`src/rtl/ram_1p_pipe.sv`:
```
// ram_1p_pipe: parametrised single-port SRAM slave for the ibex instruction/data bus.
// After reset the array is walked once and zero-filled, and no request is granted
// until that completes. Once init_done is high the slave accepts one request per
// cycle. Every accepted request, read or write, gets exactly one in-order response
// ReadLatency cycles later. A word index at or beyond Depth drops the write, reads
// as zero and returns err.
//
// Build option RAM_PARITY_EN: each byte also stores an even-parity bit. A parity
// mismatch on a read raises err, and the stored data is still returned. When the
// macro is undefined, err reports the range check only.
module ram_1p_pipe #(
  parameter int DataWidth   = 32,
  parameter int Depth       = 128,
  parameter int ReadLatency = 1
) (
  input  logic                   i_clk,
  input  logic                   i_rst,
  input  logic                   i_req,
  input  logic                   i_we,
  input  logic [DataWidth/8-1:0] i_be,
  input  logic [31:0]            i_addr,
  input  logic [DataWidth-1:0]   i_wdata,
  output logic                   o_gnt,
  output logic                   o_rvalid,
  output logic [DataWidth-1:0]   o_rdata,
  output logic                   o_err,
  output logic                   o_init_done
);

  localparam int NumBytes = DataWidth / 8;
  localparam int AddrLsb  = $clog2(NumBytes);
  localparam int IdxW     = $clog2(Depth);
  localparam int WordW    = 32 - AddrLsb;

  // Word-index bound, and the last index written during the clear walk
  localparam logic [WordW-1:0] DepthW  = WordW'(Depth);
  localparam logic [IdxW-1:0]  LastIdx = IdxW'(Depth - 1);
  localparam logic [IdxW-1:0]  IdxOne  = IdxW'(1);

  typedef enum logic [0:0] {
    ST_INIT  = 1'b0,
    ST_READY = 1'b1
  } state_t;

  // Sequencer state
  state_t              r_state;
  logic [IdxW-1:0]     r_init_cnt;
  logic                r_init_done;

  // Storage
  logic [DataWidth-1:0] r_mem [Depth];
`ifdef RAM_PARITY_EN
  logic [NumBytes-1:0]  r_par [Depth];
`endif

  // Response pipeline: stage 0 is the array output register
  logic [ReadLatency-1:0] r_pv;
  logic [DataWidth-1:0]   r_pd [ReadLatency];
  logic [ReadLatency-1:0] r_pe;

  // Request decode
  logic                 w_ready;
  logic                 w_accept;
  logic                 w_in_range;
  logic                 w_wr_en;
  logic                 w_init_we;
  logic [WordW-1:0]     w_word;
  logic [IdxW-1:0]      w_idx;
  logic [DataWidth-1:0] w_rd_word;
  logic [DataWidth-1:0] w_resp_data;
  logic                 w_par_err;
  logic                 w_resp_err;

`ifdef RAM_PARITY_EN
  logic [NumBytes-1:0]  w_wr_par;

  // Even parity per byte: each bit makes its byte plus the parity bit hold an even count of ones
  function automatic logic [NumBytes-1:0] f_byte_parity(input logic [DataWidth-1:0] d);
    logic [NumBytes-1:0] p;
    p = {NumBytes{1'b0}};
    for (int b = 0; b < NumBytes; b++) begin
      p[b] = ^d[8*b +: 8];
    end
    return p;
  endfunction

  assign w_wr_par = f_byte_parity(i_wdata);
`endif

  // The sub-word byte offset is not used for word selection
  generate
    if (AddrLsb > 0) begin : g_addr_lsb
      logic w_unused_addr_lsb;
      assign w_unused_addr_lsb = ^i_addr[AddrLsb-1:0];
    end
  endgenerate

  assign w_word     = i_addr[31:AddrLsb];
  assign w_idx      = w_word[IdxW-1:0];
  assign w_in_range = (w_word < DepthW);
  assign w_ready    = (r_state == ST_READY);
  assign w_accept   = i_req & w_ready & ~i_rst;
  assign w_wr_en    = w_accept & i_we & w_in_range;
  assign w_init_we  = (r_state == ST_INIT) & ~i_rst;

  // Grant is combinational so that a request can be accepted in the cycle it is presented
  assign o_gnt = w_accept;

  // Clear sequencer: walk every word once after reset, then stay ready until the next reset
  always_ff @(posedge i_clk) begin
    if (i_rst) begin
      r_state     <= ST_INIT;
      r_init_cnt  <= {IdxW{1'b0}};
      r_init_done <= 1'b0;
    end else begin
      case (r_state)
        ST_INIT: begin
          if (r_init_cnt == LastIdx) begin
            r_state     <= ST_READY;
            r_init_done <= 1'b1;
          end else begin
            r_init_cnt  <= r_init_cnt + IdxOne;
          end
        end
        ST_READY: begin
          r_state     <= ST_READY;
          r_init_done <= 1'b1;
        end
        default: begin
          r_state     <= ST_INIT;
          r_init_cnt  <= {IdxW{1'b0}};
          r_init_done <= 1'b0;
        end
      endcase
    end
  end

  // Array write port: zero-fill during the clear walk, byte-masked writes once ready
  always_ff @(posedge i_clk) begin
    if (w_init_we) begin
      r_mem[r_init_cnt] <= {DataWidth{1'b0}};
`ifdef RAM_PARITY_EN
      r_par[r_init_cnt] <= {NumBytes{1'b0}};
`endif
    end else if (w_wr_en) begin
      for (int b = 0; b < NumBytes; b++) begin
        if (i_be[b]) begin
          r_mem[w_idx][8*b +: 8] <= i_wdata[8*b +: 8];
`ifdef RAM_PARITY_EN
          r_par[w_idx][b]        <= w_wr_par[b];
`endif
        end
      end
    end
  end

  // Read-first array access and formation of the response for this request
  always_comb begin
    w_rd_word   = {DataWidth{1'b0}};
    w_par_err   = 1'b0;
    w_resp_data = {DataWidth{1'b0}};
    w_resp_err  = 1'b0;
    if (w_in_range) begin
      w_rd_word = r_mem[w_idx];
`ifdef RAM_PARITY_EN
      w_par_err = |(f_byte_parity(r_mem[w_idx]) ^ r_par[w_idx]);
`else
      w_par_err = 1'b0;
`endif
    end else begin
      w_rd_word = {DataWidth{1'b0}};
      w_par_err = 1'b0;
    end
    if (i_we) begin
      w_resp_data = {DataWidth{1'b0}};
      w_resp_err  = ~w_in_range;
    end else begin
      w_resp_data = w_rd_word;
      w_resp_err  = ~w_in_range | w_par_err;
    end
  end

  // Response pipeline: array register followed by ReadLatency-1 delay stages, zeroed when idle
  always_ff @(posedge i_clk) begin
    if (i_rst) begin
      for (int k = 0; k < ReadLatency; k++) begin
        r_pv[k] <= 1'b0;
        r_pd[k] <= {DataWidth{1'b0}};
        r_pe[k] <= 1'b0;
      end
    end else begin
      r_pv[0] <= w_accept;
      r_pd[0] <= w_accept ? w_resp_data : {DataWidth{1'b0}};
      r_pe[0] <= w_accept & w_resp_err;
      for (int k = 1; k < ReadLatency; k++) begin
        r_pv[k] <= r_pv[k-1];
        r_pd[k] <= r_pd[k-1];
        r_pe[k] <= r_pe[k-1];
      end
    end
  end

  // Output drive: the last pipeline stage, held at zero while reset is asserted
  always_comb begin
    o_rvalid    = 1'b0;
    o_rdata     = {DataWidth{1'b0}};
    o_err       = 1'b0;
    o_init_done = 1'b0;
    if (i_rst) begin
      o_rvalid    = 1'b0;
      o_rdata     = {DataWidth{1'b0}};
      o_err       = 1'b0;
      o_init_done = 1'b0;
    end else begin
      o_rvalid    = r_pv[ReadLatency-1];
      o_rdata     = r_pd[ReadLatency-1];
      o_err       = r_pe[ReadLatency-1];
      o_init_done = r_init_done;
    end
  end

endmodule

```
`config.mk`:
```
export PLATFORM = sky130hd
export DESIGN_NAME = ram_1p_pipe
export DESIGN_NICKNAME = d
export VERILOG_FILES = /design/src/rtl/ram_1p_pipe.sv
export SDC_FILE = /design/constraint.sdc
export NUM_CORES = 2
export LEC_CHECK = 0
export CAP_MARGIN = 30
export CORE_AREA = 2 2 572 574
export CTS_CLUSTER_SIZE = 20
export DETAILED_ROUTE_END_ITERATION = 16
export DIE_AREA = 0 0 574 576
export PLACE_DENSITY = 0.66
export REMOVE_ABC_BUFFERS = 1
export SETUP_SLACK_MARGIN = 0.4
export SLEW_MARGIN = 40
export SYNTH_ARGS = -nofsm -noshare
export SYNTH_HDL_FRONTEND = slang
export SYNTH_MEMORY_MAX_BITS = 65536
export SYNTH_SLANG_ARGS = --single-unit
export TNS_END_PERCENT = 5
```
`constraint.sdc`:
```
create_clock -name i_clk -period 4.9 [get_ports i_clk]
set_clock_uncertainty 0.15 [all_clocks]
set_input_delay 0.49 -clock i_clk [delete_from_list [all_inputs] [get_ports i_clk]]
set_output_delay 0.49 -clock i_clk [all_outputs]
set_load 0.03 [all_outputs]
```
==> summary.md <==
| Metric | Value |
|---|---|
| Sequential share of the synthesized area | `approximately three quarters` |
| Initial drt markers | `about 9300` |
| Max Root-Sink Buffers | `4` |
| First-pass GRT wire length | `~580 mm` |
| Post-CTS setup buffer count | `0` |
| Cell Chain, Critical Path | `nand2_1 -> or2_1 -> or4_4 -> nor4b_4 -> o21ai_4 -> buf_16 -> buf_8 -> nor2_1` |
| Seq pwr share | `between 50% and 60%` |
| Share of the synthesized area in the top cell type | `approximately three quarters` |
| Maxcap violations | `0` |
| Vias post-DR | `around 85000` |
| Die Wd | `574 um` |
| H-tree levels | `5` |
| Gr ovfl total | `0` |
| Core footprint | `about 330000 um2` |
| Post-synth EDFFs | `4096` |
| Final setup violation count | `0` |
| Top cells by count, synth | `edfxtp_1, mux2i_1, nor2_1` |
| Status | `finished clean` |
| Bufs and invs on worst path | `2` |
| Most common cell in the netlist | `edfxtp_1` |
| Largest delay share family, worst path | `simple AND/OR/NAND/NOR gates` |
| Critical Path AT | `just under 5 ns` |
| Slew headroom | `roughly 31%` |
| Final period util | `between 90% and 100%` |
| Mean Syn Cell Area | `18.4 um2` |
| Largest net degree at the start of global routing | `about 130` |
| Max Clock Freq | `0.227 GHz` |
| Layout area overhead | `14.4%` |
| Setup crit end kind | `flop` |
| Critical-path top delay cell | `or4_4` |
| Synth Cell Area | `162000 um2` |
| Slew Viols, Final | `0` |
| Nets | `between 9000 and 10000` |
| Largest cells by area after synthesis | `edfxtp_1, mux2i_1, mux4_2` |
| Asr flop ratio synth | `0%` |
| Dpl hpwl | `247 mm` |
| Initial antenna violation count | `20` |
| Power share of the clock group | `between 40 and 50%` |
| DIE AREA | `approximately 330000 um2` |
| Final worst-path setup slack | `just under 0.5 ns` |
| Class of the worst hold path | `primary input to flop` |
| Final Hold Fails | `0` |
| Total power | `roughly 0.07 W` |
| Root Driver | `clkbuf_16` |
| Remaining antenna violation count | `0` |
| Leak | `64.9 nW` |
| Required @ worst endpoint | `5.33 ns` |
| Via count of the first global-routing pass | `~84000` |
| Fin Setup TNS | `0 ns` |
| Synth warnings | `0` |
| Combinational Power Share | `3.8%` |
| Syn Inst Count | `8820` |
| Main synth FF type | `edfxtp_1` |
| Unique cell type count in the Yosys netlist | `between 50 and 60` |
| Worst vdd ir | `about 300 uV` |
| Final Wtd Congestion | `between 0.8 and 0.9` |
| Pre-CTS setup slack | `between 0.06 and 0.07 ns` |
| RSZ-0062 raised after global routing | `no` |
| DRC | `0` |
| Filler instances | `between 20000 and 25000` |
| Final wirelength | `roughly 400 mm` |
| Port bufs | `between 100 and 150` |
| Starting Density | `approximately half` |
| Switching share of total power | `between 20% and 30%` |
| Max incr delay on CP | `0.77 ns` |
| #FFs+latches synth | `approximately 4100` |
| WL/cell | `around 29 um` |
| Clk slew on worst S/H paths | `roughly 0.06 ns` |
| IO Pins | `roughly 110` |
| GRT Overall Usage | `23.7%` |
| CTS Buf Count | `400` |
| FP Rows | `210` |
| Worst Path Max Fanout | `21` |
| Via density | `between 6 and 7` |
| NetSw | `~0.015 W` |
| Share of layout cells above drive strength 1 | `16.9%` |
| Startpoint Class | `flop` |
| Synth area leader | `edfxtp_1` |
| Clock Sinks | `between 4000 and 5000` |
| Worst slew pin tran | `1.03 ns` |
| Power per cell area | `389 nW/um2` |
| Crit Path Category | `flop to flop` |
| Die H | `about 580 um` |
| Pre-antenna DRT Iters | `6` |
| Worst skew pair latency | `1.00 ns` |
| CTS tree | `yes` |
| Int Power | `around 0.057 W` |
| Period minus WS final | `around 4.4 ns` |
## cell families after synthesis
| family | Yosys count | share of synthesized area [%] |
|---|---|---|
| buffers and inverters | 586 | 1.58 |
| adders and majority gates | 1 | 0.00773 |
| xor gates and xnor gates | 4 | 0.0216 |
| and+or+nand+nor | 1298 | 3.65 |
| AOI/OAI and AO/OA | 1033 | 4.33 |
| DFF | 4139 | 76.5 |
| muxes | 1759 | 13.9 |
## path summary, 6_finish.rpt
| kind | from | to | slack (ns) | cells after the start |
|---|---|---|---|---|
| setup / recovery | r_state | r_mem[72][28] | 0.49 | 8 |
| hold reg to reg | r_init_cnt[5] | r_init_cnt[5] | 0.42 | 2 |
| hold / removal | i_req | r_pv | 0.14 | 4 |
| setup reg to reg | r_state | r_mem[72][28] | 0.49 | 8 |
## registers in the layout (all words and copies together) (netlist names)
register     count
r_mem         4096
r_pd            32
r_init_cnt       7
r_init_done      1
r_pe             1
r_pv             1
r_state          1
## routing by layer
layer,share of wire (%),track usage [%],wire length (um)
met5,0.011,0,44
met4,3.7,8.62,14800
met3,7.8,3.74,31400
met2,49,38.9,195000
met1,40,32.4,160000
## metrics by stage
step | hold WS [ns] | cell area, um2 | utilization, % | instances
after floorplan | 0.343 | 159000 | - | 8239
after detailed placement | 0.406 | 172000 | 52.8 | 13200
final | 0.144 | 185000 | 56.9 | 13900
after global routing | 0.162 | 185000 | 56.9 | 13900
after global placement | 0.390 | 172000 | 52.8 | 13200
after CTS | 0.0901 | 185000 | 56.9 | 13900
## cells in the final DEF (no fill, tap or decap), drive strengths merged, types with 10 or more instances in the layout
| master | Yosys | final |
|---|---|---|
| o21ai | 100 | 100 |
| nand3 | 223 | 223 |
| bufinv | 0 | 46 |
| and3 | 64 | 64 |
| mux2i | 1371 | 1371 |
| nand2 | 213 | 213 |
| a22oi | 570 | 570 |
| nor2 | 580 | 580 |
| nor4 | 10 | 10 |
| nand4 | 37 | 37 |
| a41oi | 31 | 31 |
| a211oi | 38 | 38 |
| a21oi | 175 | 175 |
| clkdlybuf4s50 | 0 | 99 |
| buf | 313 | 516 |
| edfxtp | 4096 | 4096 |
| nor3 | 95 | 95 |
| clkinv | 0 | 170 |
| inv | 5 | 15 |
| clkbuf | 268 | 502 |
| o22ai | 77 | 77 |
| mux4 | 388 | 388 |
| a31oi | 32 | 32 |
| nor2b | 40 | 40 |
| dfxtp | 43 | 43 |
| clkinvlp | 0 | 16 |
## tightest hold or removal path, cell delays in order
cell             delay (ns)
clkdlybuf4s50_1        0.41
nand2_1                0.06
or2_1                  0.21
inv_1                  0.07
## power by group through the flow
stage / logic, W / registers, W / clock network (W)
2_1_floorplan: 0.00138 / 0.0391 / 0
3_3_place_gp: 0.00266 / 0.0391 / 0
3_5_place_dp: 0.00270 / 0.0391 / 0
4_1_cts: 0.00271 / 0.0384 / 0.0313
5_1_grt: 0.00285 / 0.0384 / 0.0327
6_report: 0.00272 / 0.0384 / 0.0310
## area by class of cell
class | count | area (um2) | area share (%)
diodes | 4 | 10.0 | 0.00540
clock buffers | 501 | 10700 | 5.76
multi-input cells | 4095 | 36100 | 19.5
flip-flops and latches | 4139 | 124000 | 66.9
repair buffers | 617 | 6480 | 3.50
inverters | 5 | 18.8 | 0.0101
well taps | 4346 | 5440 | 2.94
clock inverters | 242 | 2620 | 1.41
## repair_timing
item | in CTS | in global routing
hold buffers | 1 | 0
endpoints found under the hold margin | 3 | 0
gates resized for setup | 0 | 1
endpoints found under the setup margin | 0 | 8
Power figures use the tool's default switching activity.
